--- config.mk ---
export PLATFORM = sky130hd
export DESIGN_NAME = fp16_norm_round_flat
export DESIGN_NICKNAME = d
export VERILOG_FILES = /design/src/rtl/fp16_pkg.sv /design/src/rtl/fp16_norm_round_if.sv /design/src/rtl/fp16_round_rne.sv /design/src/rtl/fp16_norm_round.sv /design/src/flat_wrapper.sv
export SDC_FILE = /design/constraint.sdc
export NUM_CORES = 1
export LEC_CHECK = 0
export CORE_MARGIN = 1.5
export CORE_UTILIZATION = 52
export CTS_CLUSTER_SIZE = 16
export DETAILED_ROUTE_END_ITERATION = 8
export GPL_ROUTABILITY_DRIVEN = 0
export PLACE_DENSITY = 0.85
export SYNTH_ARGS = -nofsm -noshare
export SYNTH_HDL_FRONTEND = slang
export SYNTH_SLANG_ARGS = --single-unit
--- constraint.sdc ---
create_clock -name clk -period 8.1 [get_ports clk]
set_clock_uncertainty 0.2 [all_clocks]
set_input_delay 2.025 -clock clk [delete_from_list [all_inputs] [get_ports clk]]
set_output_delay 2.025 -clock clk [all_outputs]
set_load 0.01 [all_outputs]
--- src/rtl/fp16_pkg.sv ---
// fp16_pkg: shared constants and types for the binary16 multiplier back end.
// Used by fp16_norm_round and fp16_round_rne.
package fp16_pkg;

  // Raw product format from the multiplier array
  localparam int MANT_W = 22;   // 11b x 11b significand product, format 2.20
  localparam int EXP_W  = 7;    // signed unbiased exponent sum

  // binary16 encoding
  localparam int          BIAS    = 15;
  localparam int          EXP_MAX = 31;
  localparam logic [15:0] QNAN    = 16'h7E00;
  localparam logic [15:0] INF     = 16'h7C00;

  // out_flags bit positions: {overflow, underflow, inexact}
  localparam int FLAG_OVF = 2;
  localparam int FLAG_UNF = 1;
  localparam int FLAG_INX = 0;

  // Normalized product held between stage 1 and stage 2
  typedef struct packed {
    logic             sign;
    logic [EXP_W:0]   e;      // biased exponent, two's complement
    logic [9:0]       frac;
    logic             g;
    logic             s;
    logic             zero;
    logic             inf;
    logic             nan;
  } s1_t;

endpackage

--- src/rtl/fp16_norm_round_if.sv ---
// fp16_norm_round_if: product-in / result-out bus of the fp16 normalize+round stage.
//
// Handshake: each side is strict valid/ready. A beat transfers on a rising
// clk edge where valid & ready are both high. A producer holding valid must
// keep its payload stable until the transfer; ready may depend on the
// consumer's own state but never on the valid it is being offered.
interface fp16_norm_round_if;
  import fp16_pkg::*;

  // upstream product
  logic              in_valid;
  logic              in_ready;
  logic              in_sign;
  logic [EXP_W-1:0]  in_exp;
  logic [MANT_W-1:0] in_mant;
  logic              in_zero;
  logic              in_inf;
  logic              in_nan;

  // downstream result
  logic              out_valid;
  logic              out_ready;
  logic [15:0]       out_data;
  logic [2:0]        out_flags;

  // master: drives products and sinks results
  modport master (
    output in_valid, in_sign, in_exp, in_mant, in_zero, in_inf, in_nan, out_ready,
    input  in_ready, out_valid, out_data, out_flags
  );

  // slave: the normalize/round block
  modport slave (
    input  in_valid, in_sign, in_exp, in_mant, in_zero, in_inf, in_nan, out_ready,
    output in_ready, out_valid, out_data, out_flags
  );

endinterface

--- src/rtl/fp16_round_rne.sv ---
// fp16_round_rne: round-to-nearest-even of a 10-bit fraction with guard and
// sticky bits. Purely combinational; shared with the adder datapath.
module fp16_round_rne (
  input  logic [9:0] frac,
  input  logic       g,
  input  logic       s,
  output logic [9:0] frac_rounded,
  output logic       carry,
  output logic       inexact
);

  logic round_up;

  // Round up past the halfway point, or at exactly halfway when frac is odd
  always_comb begin
    round_up                = g & (s | frac[0]);
    {carry, frac_rounded}   = {1'b0, frac} + {10'b0, round_up};
    inexact                 = g | s;
  end

endmodule

--- src/rtl/fp16_norm_round.sv ---
// fp16_norm_round: normalize, round (RNE) and pack a raw fp16 product.
// Two-stage pipeline, valid/ready on both sides, 2-cycle latency, 1/cycle.
// Optional macro FP16_SUBNORMAL_EN: produce subnormal results instead of
// flushing tiny results to signed zero.
module fp16_norm_round
  import fp16_pkg::*;
(
  input  logic              clk,
  input  logic              rst,
  fp16_norm_round_if.slave  bus
);

  logic        s1_valid;
  logic        s2_valid;
  logic        s1_adv;
  s1_t         s1_d;
  s1_t         s1_q;
  logic [15:0] data_q;
  logic [2:0]  flags_q;

  // Stage 1 may hand its item on whenever stage 2 is empty or draining
  assign s1_adv        = ~s2_valid | bus.out_ready;
  assign bus.in_ready  = ~s1_valid | s1_adv;
  assign bus.out_valid = s2_valid;
  assign bus.out_data  = data_q;
  assign bus.out_flags = flags_q;

  // Stage 1: bring the product into 1.xxx form and split frac / guard / sticky
  always_comb begin
    s1_d      = '0;
    s1_d.sign = bus.in_sign;
    s1_d.zero = bus.in_zero;
    s1_d.inf  = bus.in_inf;
    s1_d.nan  = bus.in_nan;
    s1_d.e    = {bus.in_exp[EXP_W-1], bus.in_exp} + (EXP_W+1)'(BIAS)
              + {{EXP_W{1'b0}}, bus.in_mant[21]};
    if (bus.in_mant[21]) begin
      s1_d.frac = bus.in_mant[20:11];
      s1_d.g    = bus.in_mant[10];
      s1_d.s    = |bus.in_mant[9:0];
    end else begin
      s1_d.frac = bus.in_mant[19:10];
      s1_d.g    = bus.in_mant[9];
      s1_d.s    = |bus.in_mant[8:0];
    end
  end

  // Stage 2 datapath
  logic           tiny;
  logic [9:0]     rf;
  logic           rg;
  logic           rs;
  logic [9:0]     fr;
  logic           carry;
  logic           inx;
  logic [EXP_W:0] e_r;
  logic [15:0]    res_data;
  logic [2:0]     res_flags;

  // Biased exponent at or below zero: result lies below the normal range
  assign tiny = s1_q.e[EXP_W] | (s1_q.e == '0);

`ifdef FP16_SUBNORMAL_EN
  logic [EXP_W:0] amt;
  logic [3:0]     sh;
  logic [23:0]    wide;

  // Denormalize tiny results: shift {1,frac,G} right by 1-e, lost bits join sticky
  always_comb begin
    amt  = (EXP_W+1)'(1) - s1_q.e;
    sh   = (amt > (EXP_W+1)'(12)) ? 4'd12 : amt[3:0];
    wide = {1'b1, s1_q.frac, s1_q.g, 12'b0} >> sh;
    if (tiny) begin
      rf = wide[22:13];
      rg = wide[12];
      rs = s1_q.s | (|wide[11:0]);
    end else begin
      rf = s1_q.frac;
      rg = s1_q.g;
      rs = s1_q.s;
    end
  end
`else
  assign rf = s1_q.frac;
  assign rg = s1_q.g;
  assign rs = s1_q.s;
`endif

  fp16_round_rne u_round (
    .frac         (rf),
    .g            (rg),
    .s            (rs),
    .frac_rounded (fr),
    .carry        (carry),
    .inexact      (inx)
  );

  assign e_r = s1_q.e + {{EXP_W{1'b0}}, carry};

  // Stage 2: specials first, then range handling, then the normal packing
  always_comb begin
    res_data  = '0;
    res_flags = '0;
    if (s1_q.nan) begin
      res_data = QNAN;
    end else if (s1_q.inf) begin
      res_data = {s1_q.sign, INF[14:0]};
    end else if (s1_q.zero) begin
      res_data = {s1_q.sign, 15'h0000};
    end else if (tiny) begin
`ifdef FP16_SUBNORMAL_EN
      // a carry out of the fraction lands exactly on the smallest normal
      res_data            = {s1_q.sign, 4'b0000, carry, fr};
      res_flags[FLAG_UNF] = inx;
      res_flags[FLAG_INX] = inx;
`else
      res_data            = {s1_q.sign, 15'h0000};
      res_flags[FLAG_UNF] = 1'b1;
      res_flags[FLAG_INX] = 1'b1;
`endif
    end else if ($signed(e_r) >= $signed((EXP_W+1)'(EXP_MAX))) begin
      res_data            = {s1_q.sign, INF[14:0]};
      res_flags[FLAG_OVF] = 1'b1;
      res_flags[FLAG_INX] = 1'b1;
    end else begin
      res_data            = {s1_q.sign, e_r[4:0], fr};
      res_flags[FLAG_INX] = inx;
    end
  end

  // Pipeline registers: stage 1 loads on accept, stage 2 loads on advance
  always_ff @(posedge clk) begin
    if (rst) begin
      s1_valid <= 1'b0;
      s2_valid <= 1'b0;
      s1_q     <= '0;
      data_q   <= '0;
      flags_q  <= '0;
    end else begin
      if (bus.in_ready) s1_valid <= bus.in_valid;
      if (bus.in_valid && bus.in_ready) s1_q <= s1_d;
      if (s1_adv) s2_valid <= s1_valid;
      if (s1_valid && s1_adv) begin
        data_q  <= res_data;
        flags_q <= res_flags;
      end
    end
  end

endmodule
--- src/flat_wrapper.sv ---
// flat-port wrapper written by rule: the top's interface ports become plain ports
module fp16_norm_round_flat import fp16_pkg::*;
  (clk, rst, bus_in_valid, bus_in_sign, bus_in_exp, bus_in_mant, bus_in_zero, bus_in_inf, bus_in_nan, bus_out_ready, bus_in_ready, bus_out_valid, bus_out_data, bus_out_flags);
  fp16_norm_round_if bus_i ();
  input  logic clk;
  input  logic rst;
  input wire logic [$bits(bus_i.in_valid)-1:0] bus_in_valid;
  input wire logic [$bits(bus_i.in_sign)-1:0] bus_in_sign;
  input wire logic [$bits(bus_i.in_exp)-1:0] bus_in_exp;
  input wire logic [$bits(bus_i.in_mant)-1:0] bus_in_mant;
  input wire logic [$bits(bus_i.in_zero)-1:0] bus_in_zero;
  input wire logic [$bits(bus_i.in_inf)-1:0] bus_in_inf;
  input wire logic [$bits(bus_i.in_nan)-1:0] bus_in_nan;
  input wire logic [$bits(bus_i.out_ready)-1:0] bus_out_ready;
  output wire logic [$bits(bus_i.in_ready)-1:0] bus_in_ready;
  output wire logic [$bits(bus_i.out_valid)-1:0] bus_out_valid;
  output wire logic [$bits(bus_i.out_data)-1:0] bus_out_data;
  output wire logic [$bits(bus_i.out_flags)-1:0] bus_out_flags;
  assign bus_i.in_valid = bus_in_valid;
  assign bus_i.in_sign = bus_in_sign;
  assign bus_i.in_exp = bus_in_exp;
  assign bus_i.in_mant = bus_in_mant;
  assign bus_i.in_zero = bus_in_zero;
  assign bus_i.in_inf = bus_in_inf;
  assign bus_i.in_nan = bus_in_nan;
  assign bus_i.out_ready = bus_out_ready;
  assign bus_in_ready = bus_i.in_ready;
  assign bus_out_valid = bus_i.out_valid;
  assign bus_out_data = bus_i.out_data;
  assign bus_out_flags = bus_i.out_flags;
  fp16_norm_round u_core (.clk(clk), .rst(rst), .bus(bus_i));
endmodule
Yosys cells after proc, flatten, opt, wreduce, memory -nomap -nowiden
Cells that the tools add are included.
{"block": "word_totals", "reg_bits": 45, "out_inout_bits": 21}
{"block": "classes", "n_addsub": 4, "bitwise_logic": 8, "reduce_logical": 5, "muxes": 14, "magnitude_cmp": 1}
{"cell": "$mux W15", "n": 4}
{"cell": "$add A8 B1 Y8", "n": 2}
{"cell": "$mux W16", "n": 1}
{"cell": "$mux W12", "n": 1}
{"cell": "$add A10 B1 Y11", "n": 1}
{"cell": "$reduce_or A10 Y1", "n": 1}
{"cell": "$mux W3", "n": 3}
{"cell": "$reduce_or A9 Y1", "n": 1}
{"cell": "$add A7 B5 Y8 const B", "n": 1}
{"cell": "$ge A8 B6 Y1 const B", "n": 1}
{"cell": "$logic_not A8 Y1", "n": 1}
{"cell": "$mux W1", "n": 5}
{"cell": "$or A1 B1 Y1", "n": 5}
{"cell": "$logic_and A1 B1 Y1", "n": 2}
{"cell": "$not A1 Y1", "n": 2}
{"cell": "$and A1 B1 Y1", "n": 1}

Longest topological paths before layout
Gate-level depths: netlist of run 1.
{"block": "depth", "ltp_word": 10, "depth_mapped": 14, "ltp_nobuf": 14}

Hierarchy
Synthesis of run 1 repeated with hierarchy kept, for this count alone.
{"block": "hier_totals", "hier_cells": 272, "hier_area_um2": 2381.0}
{"mod": "fp16_norm_round", "seq_area_each_um2": 900.9, "area_each_um2": 2199.6, "n_inst": 1, "cells_each": 249}
{"mod": "fp16_round_rne", "seq_area_each_um2": 0.0, "area_each_um2": 181.4, "n_inst": 1, "cells_each": 23}

Worst setup path before layout of run 1
No wires, ideal clock.
{"block": "synth_timing", "path_type": "input to output", "startpoint": "input port bus_out_ready", "endpoint": "output port bus_in_ready", "arrival_time_ns": 2.377, "setup_slack_ns": 3.498, "stages": 2, "cell_sequence": "nor2b_1 nand2_1"}
{"block": "synth_via", "elab_chain_cells": 2}
{"item": "start: declaration", "line_no": "flat_wrapper.sv:14", "rtl": "input wire logic [$bits(bus_i.out_ready)-1:0] bus_out_ready;"}
{"item": "$or A1 B1 Y1", "line_no": "fp16_norm_round.sv:22", "rtl": "assign s1_adv = ~s2_valid | bus.out_ready;"}
{"item": "$or A1 B1 Y1", "line_no": "fp16_norm_round.sv:23", "rtl": "assign bus.in_ready = ~s1_valid | s1_adv;"}
{"item": "end: declaration", "line_no": "flat_wrapper.sv:15", "rtl": "output wire logic [$bits(bus_i.in_ready)-1:0] bus_in_ready;"}
No other way between the ends.

Final worst setup path of run 1
Ends and elaborated chain as after synthesis.

==> results of run 1 <==
[metal layers]
layer | track usage | part of all wire | vias to the layer above
met1 | 0.267 | 0.47 | 873
met3 | 0.0510 | 0.050 | 10
met2 | 0.353 | 0.46 | 61
li1 | - | - | 1032
met5 | 0 | 0 | -
met4 | 0.0850 | 0.019 | 0
[stage by stage]
stage	cell area, um2	instances
after floorplan	2220	260
after global placement	2800	354
after detailed placement	2800	354
after CTS	2880	361
after global routing	2880	361
final	2880	361
[synth_stat cells, types with 2 or more instances]
cell / number / area share
dfxtp_1: 45 / 0.41
nor2_1: 39 / 0.066
nand2_1: 29 / 0.049
a211oi_1: 21 / 0.071
mux2i_1: 12 / 0.054
xnor2_1: 10 / 0.039
a21oi_1: 9 / 0.020
clkbuf_1: 9 / 0.015
o21ai_0: 8 / 0.018
nand3_1: 7 / 0.016
xor2_1: 7 / 0.028
ha_1: 6 / 0.034
nor3_1: 6 / 0.014
inv_1: 4 / 0.0068
a2bb2oi_1: 3 / 0.012
and3_1: 3 / 0.0084
buf_4: 3 / 0.010
a311oi_1: 2 / 0.0079
a32oi_1: 2 / 0.0079
and2_1: 2 / 0.0056
and3_2: 2 / 0.0068
nor2b_1: 2 / 0.0056
nor4_1: 2 / 0.0056
o21ai_1: 2 / 0.0045
or3_1: 2 / 0.0056
[flip-flops by register name, summed over array words and instances (netlist names)]
name	flops
u_core.bus.out_data	16
u_core.rg	1
u_core.bus.out_valid	1
u_core.bus.out_flags	3
u_core.rf	10
u_core.rs	1
u_core.s1_q	12
u_core.s1_valid	1
[worst reg2reg max path: stages, from the launching register on]
cell       delay [ns]
dfxtp_1          0.38
o21a_1           0.13
ha_1             0.18
ha_1             0.21
inv_1            0.05
nor2_1           0.19
and3_1           0.22
ha_1             0.19
ha_1             0.19
xor2_1           0.19
a221oi_1         0.12
o311a_4          0.41
o21ai_0          0.38
a2bb2oi_1        0.20
nor2_1           0.05
[placed cells by master, fill, tap and decap left out, types with 3 or more instances in the layout]
cell type / Yosys / routed
a211oi_1: 21 / 21
nor2_1: 39 / 39
and3_1: 3 / 3
clkbuf_8: 0 / 6
nand3_1: 7 / 7
nand2_1: 29 / 29
o21ai_0: 8 / 8
inv_1: 4 / 4
xnor2_1: 10 / 10
dfxtp_1: 45 / 45
mux2i_1: 12 / 12
nor3_1: 6 / 6
a2bb2oi_1: 3 / 3
xor2_1: 7 / 7
a21oi_1: 9 / 9
clkdlybuf4s50_1: 0 / 57
ha_1: 6 / 6
[final cells by class]
| class | instances | area (um2) |
|---|---|---|
| flip-flops and latches | 45 | 901 |
| fillers | 340 | 1170 |
| repair buffers | 59 | 586 |
| multi-input cells | 196 | 1230 |
| inverters | 4 | 15.0 |
| clock buffers | 7 | 86.3 |
| well taps | 50 | 62.6 |
[where the power goes]
| part | switching [mW] | internal [mW] |
|---|---|---|
| registers | 0.0126 | 0.234 |
| clock network | 0.0702 | 0.0677 |
| logic | 0.0402 | 0.0464 |
| total | 0.123 | 0.349 |
[final timing paths]
path | startpoint | end | slack, ns | cells after the start
min | u_core.bus.out_data[15] | u_core.bus.out_data[15] | 0.25 | 2
max | bus_out_ready | bus_in_ready | 2.56 | 4
min reg2reg | u_core.bus.out_data[15] | u_core.bus.out_data[15] | 0.25 | 2
max reg2reg | u_core.rs | u_core.bus.out_data[3] | 4.67 | 14
[logic make-up after synthesis]
| family | synth area share |
|---|---|
| buf+inv | 0.0399 |
| fa+ha+maj | 0.0338 |
| xor+xnor | 0.0670 |
| compound gates | 0.187 |
| simple gates | 0.213 |
| mux | 0.0540 |
| flops | 0.405 |
==> impl_metrics.tcl, run 1 <==
set metrics [dict create \
    outcome "complete, no violations" \
    wl_per_cell_um 12.7 \
    fin_crit_sh 0.684 \
    cts_max_level 2 \
    area_growth_pct 29.7 \
    slew_headroom 0.524 \
    path_clk_slew_ns 0.08 \
    start_util 0.548 \
    cts_buffer_depth 2 \
    cts_sinks 45 \
    cp.arrival_ns 3.32 \
    slowest_delay_ns 0.49 \
    route.detailed.drc 0 \
    critPathKind "primary input to primary output" \
    n_antenna_cell 0 \
    ys_warn_count 0 \
    io-pin-count 58 \
    power_mw 0.472 \
    post_cts_buffers 0 \
    max_freq_mhz 180 \
    leakage_nw 1.10 \
    synth_cell_types 48 \
    antenna_left 0 \
    synth.net_count 303 \
    dp_hpwl_um 3380 \
    cp_max_fo 5 \
    fp-row-count 23 \
    grt-ovfl-total 0 \
    slew_viol_final 0 \
    routed_wl_um 4590 \
    drtIter0Drc 146 \
    cts_root_buffer "clkbuf_8" \
    critPathTopFamily "buffers and inverters" \
    fin_crit_ns 5.54 \
    die_area_um2 4680 \
    grt_pass1_wl_um 7450 \
    critPathSlowestCell "clkdlybuf4s50_1" \
    synth_area_um2 2220 \
    hold_buffers 0 \
    tightest_slew_ns 0.712 \
    syn_inst 260 \
    post_cts_resize_count 0 \
    setup_tns_ns 0 \
    seq_area_frac_synth 0.405 \
    cp_common_cell "clkdlybuf4s50_1" \
    via_per_inst 5.47 \
    antenna_found_initial 0 \
    synth-main-ff-cell "dfxtp_1" \
    finalNetCount 354 \
    hold_viol 0 \
    hold-worst-slack_ns 0.252 \
    async_flop_share 0 \
    grt_use_total 0.214 \
    port_buffers 57 \
    post_synth.cell_area_avg_um2 8.55 \
    insertion_delay_ns 0.30 \
    layout-drive-gt1-share 0.0482 \
    synth_edf_count 0 \
    setup_violations 0 \
    hold_class "flop to flop" \
    setup.worst_path.start_class "primary input" \
    ys_seq_elements 45 \
    dp_slack_ns 2.54 \
    rsz0062_at_grt "no" \
    required_ns 5.88 \
    dr_total_vias 1976 \
    die_w_um 68.4 \
    setup_ws_ns 2.56 \
    fp.dieH_um 68.4 \
    power.density_nw_per_um2 164 \
    first_pass_iters 4 \
    fin_util 0.711 \
    numCtsBuffers 5 \
    coreArea_um2 4060 \
    ir_drop_mv 0.0691 \
    drv_cap 0 \
    grt_pass1_vias 1735 \
    endpoint_kind "primary output" \
    path_cells "clkdlybuf4s50_1 > nor2b_1 > nand2_1 > clkdlybuf4s50_1" \
    worst-path-buf-inv 2 \
    grt_max_degree 44 \
    cts_tree "yes" \
]
Power figures use the tool's default switching activity.
==> run 2, diff against run 1 <==
--- a/config.mk
+++ b/config.mk
@@ -6,11 +6,11 @@
 export NUM_CORES = 1
 export LEC_CHECK = 0
 export CORE_MARGIN = 1.5
-export CORE_UTILIZATION = 52
+export CORE_UTILIZATION = 44
 export CTS_CLUSTER_SIZE = 16
 export DETAILED_ROUTE_END_ITERATION = 8
 export GPL_ROUTABILITY_DRIVEN = 0
-export PLACE_DENSITY = 0.85
+export PLACE_DENSITY = 0.76
 export SYNTH_ARGS = -nofsm -noshare
 export SYNTH_HDL_FRONTEND = slang
 export SYNTH_SLANG_ARGS = --single-unit
==> constraint.sdc (replaced) <==
create_clock -name clk -period 4.5 [get_ports clk]
set_clock_uncertainty 0.2 [all_clocks]
set_input_delay 1.125 -clock clk [delete_from_list [all_inputs] [get_ports clk]]
set_output_delay 1.125 -clock clk [all_outputs]
set_load 0.01 [all_outputs]
==> impl_metrics.tcl, run 2 (synthesis gave the netlist of run 1 again) <==
set metrics [dict create \
    cts_root_buffer "clkbuf_8" \
    power_mw 0.911 \
    required_ns 3.17 \
    antenna_left 0 \
    critPathTopFamily "buffers and inverters" \
    dr_total_vias 1975 \
    largest_reg_flops 16 \
    slew_viol_final 0 \
    cp_max_fo 5 \
    tightest_slew_ns 0.658 \
    die_area_um2 5490 \
    grt_use_total 0.186 \
    cts_max_level 2 \
    drv_cap 0 \
    path_clk_slew_ns 0.08 \
    io-pin-count 58 \
    coreArea_um2 4790 \
    cp.arrival_ns 2.39 \
    numCtsBuffers 5 \
    setup_violations 0 \
    leakage_nw 1.11 \
    antenna_found_initial 0 \
    worst-path-buf-inv 2 \
    dp_hpwl_um 3490 \
    post_dp_cell_area_um2 2820 \
    port_buffers 57 \
    wl_per_cell_um 12.3 \
    layout_common_cells "clkdlybuf4s50_1, dfxtp_1, nor2_1" \
    setup.worst_path.start_class "primary input" \
    slowest_delay_ns 0.49 \
    post_cts_resize_count 0 \
    die_w_um 74.1 \
    cts_buffer_depth 2 \
    grt_pass1_vias 1754 \
    route.detailed.drc 0 \
    routed_wl_um 4660 \
    fin_crit_ns 3.72 \
    switching_share 0.246 \
    slew_headroom 0.561 \
    comb_power_share 0.170 \
    rsz0062_at_grt "no" \
    finalNetCount 354 \
    power.density_nw_per_um2 310 \
    n_antenna_cell 0 \
    grt_pass1_wl_um 7960 \
    clkPwrFrac 0.341 \
    critPathSlowestCell "clkdlybuf4s50_1" \
    setup_tns_ns 0 \
    hold_buffers 0 \
    power.switching_mw 0.225 \
    grt_max_degree 43 \
    final_common_cell "clkdlybuf4s50_1" \
    hold_class "flop to flop" \
    endpoint_kind "primary output" \
    grt-ovfl-total 0 \
    first_pass_iters 4 \
    ir_drop_mv 0.145 \
    fp-row-count 25 \
    cts_sinks 45 \
    path_cells "clkdlybuf4s50_1 > nor2b_1 > nand2_1 > clkdlybuf4s50_1" \
    critPathKind "primary input to primary output" \
    hold_viol 0 \
    drtIter0Drc 87 \
    post_cts_buffers 0 \
    layout-drive-gt1-share 0.0513 \
    fp.dieH_um 74.1 \
    max_freq_mhz 269 \
    outcome "complete, no violations" \
    fin_crit_sh 0.827 \
    via_per_inst 5.21 \
    insertion_delay_ns 0.30 \
    finalInstanceArea_um2 2940 \
    start_util 0.465 \
    p_int_mw 0.687 \
    cts_tree "yes" \
    area_growth_pct 32.0 \
    cp_common_cell "clkdlybuf4s50_1" \
    seqPwrFrac 0.489 \
]
==> run 2: per-layer routing <==
layer | vias up | global-route usage | routed length, um
met1 | 878 | 0.251 | 2280
met4 | 0 | 0.0700 | 74
met2 | 56 | 0.295 | 2090
li1 | 1034 | - | -
met3 | 7 | 0.0352 | 218
met5 | - | 0 | 0
==> run 2: through the flow <==
step                hold slack (ns)  utilization  std cells  worst slack (ns)
floorplan                     0.236            -        260              1.44
global placement              0.240        0.589        371             0.816
detailed placement            0.244        0.589        371             0.782
CTS                           0.255        0.613        379             0.777
global route                  0.276        0.613        379             0.717
finish                        0.252        0.613        379             0.780
==> run 2: final timing paths <==
| path | from | endpoint | slack [ns] | cells after the start |
|---|---|---|---|---|
| min | u_core.bus.out_data[15] | u_core.bus.out_data[15] | 0.25 | 2 |
| max reg2reg | u_core.rg | u_core.bus.out_flags[0] | 0.98 | 14 |
| max | bus_out_ready | bus_in_ready | 0.78 | 4 |
| min reg2reg | u_core.bus.out_data[15] | u_core.bus.out_data[15] | 0.25 | 2 |
==> run 2: tightest hold or removal path, cell delays in order, from the launching register on <==
cell	delay (ns)
dfxtp_1	0.31
nand2_1	0.05
a21oi_1	0.05
==> run 2: area by class of cell <==
cell class,count,area (um2)
tap,67,83.8
multi-input combinational,196,1230
clock inverter,1,30.0
inverter,4,15.0
sequential,45,901
timing repair buffer,59,586
fill,443,1850
clock buffer,7,86.3
==> run 2: power by group through the flow <==
stage          Combinational (mW)  Sequential (mW)  Clock, mW
2_1_floorplan              0.0902            0.451          0
3_3_place_gp                0.153            0.453          0
3_5_place_dp                0.155            0.454          0
4_1_cts                     0.157            0.445      0.316
5_1_grt                     0.173            0.449      0.335
6_report                    0.155            0.446      0.311
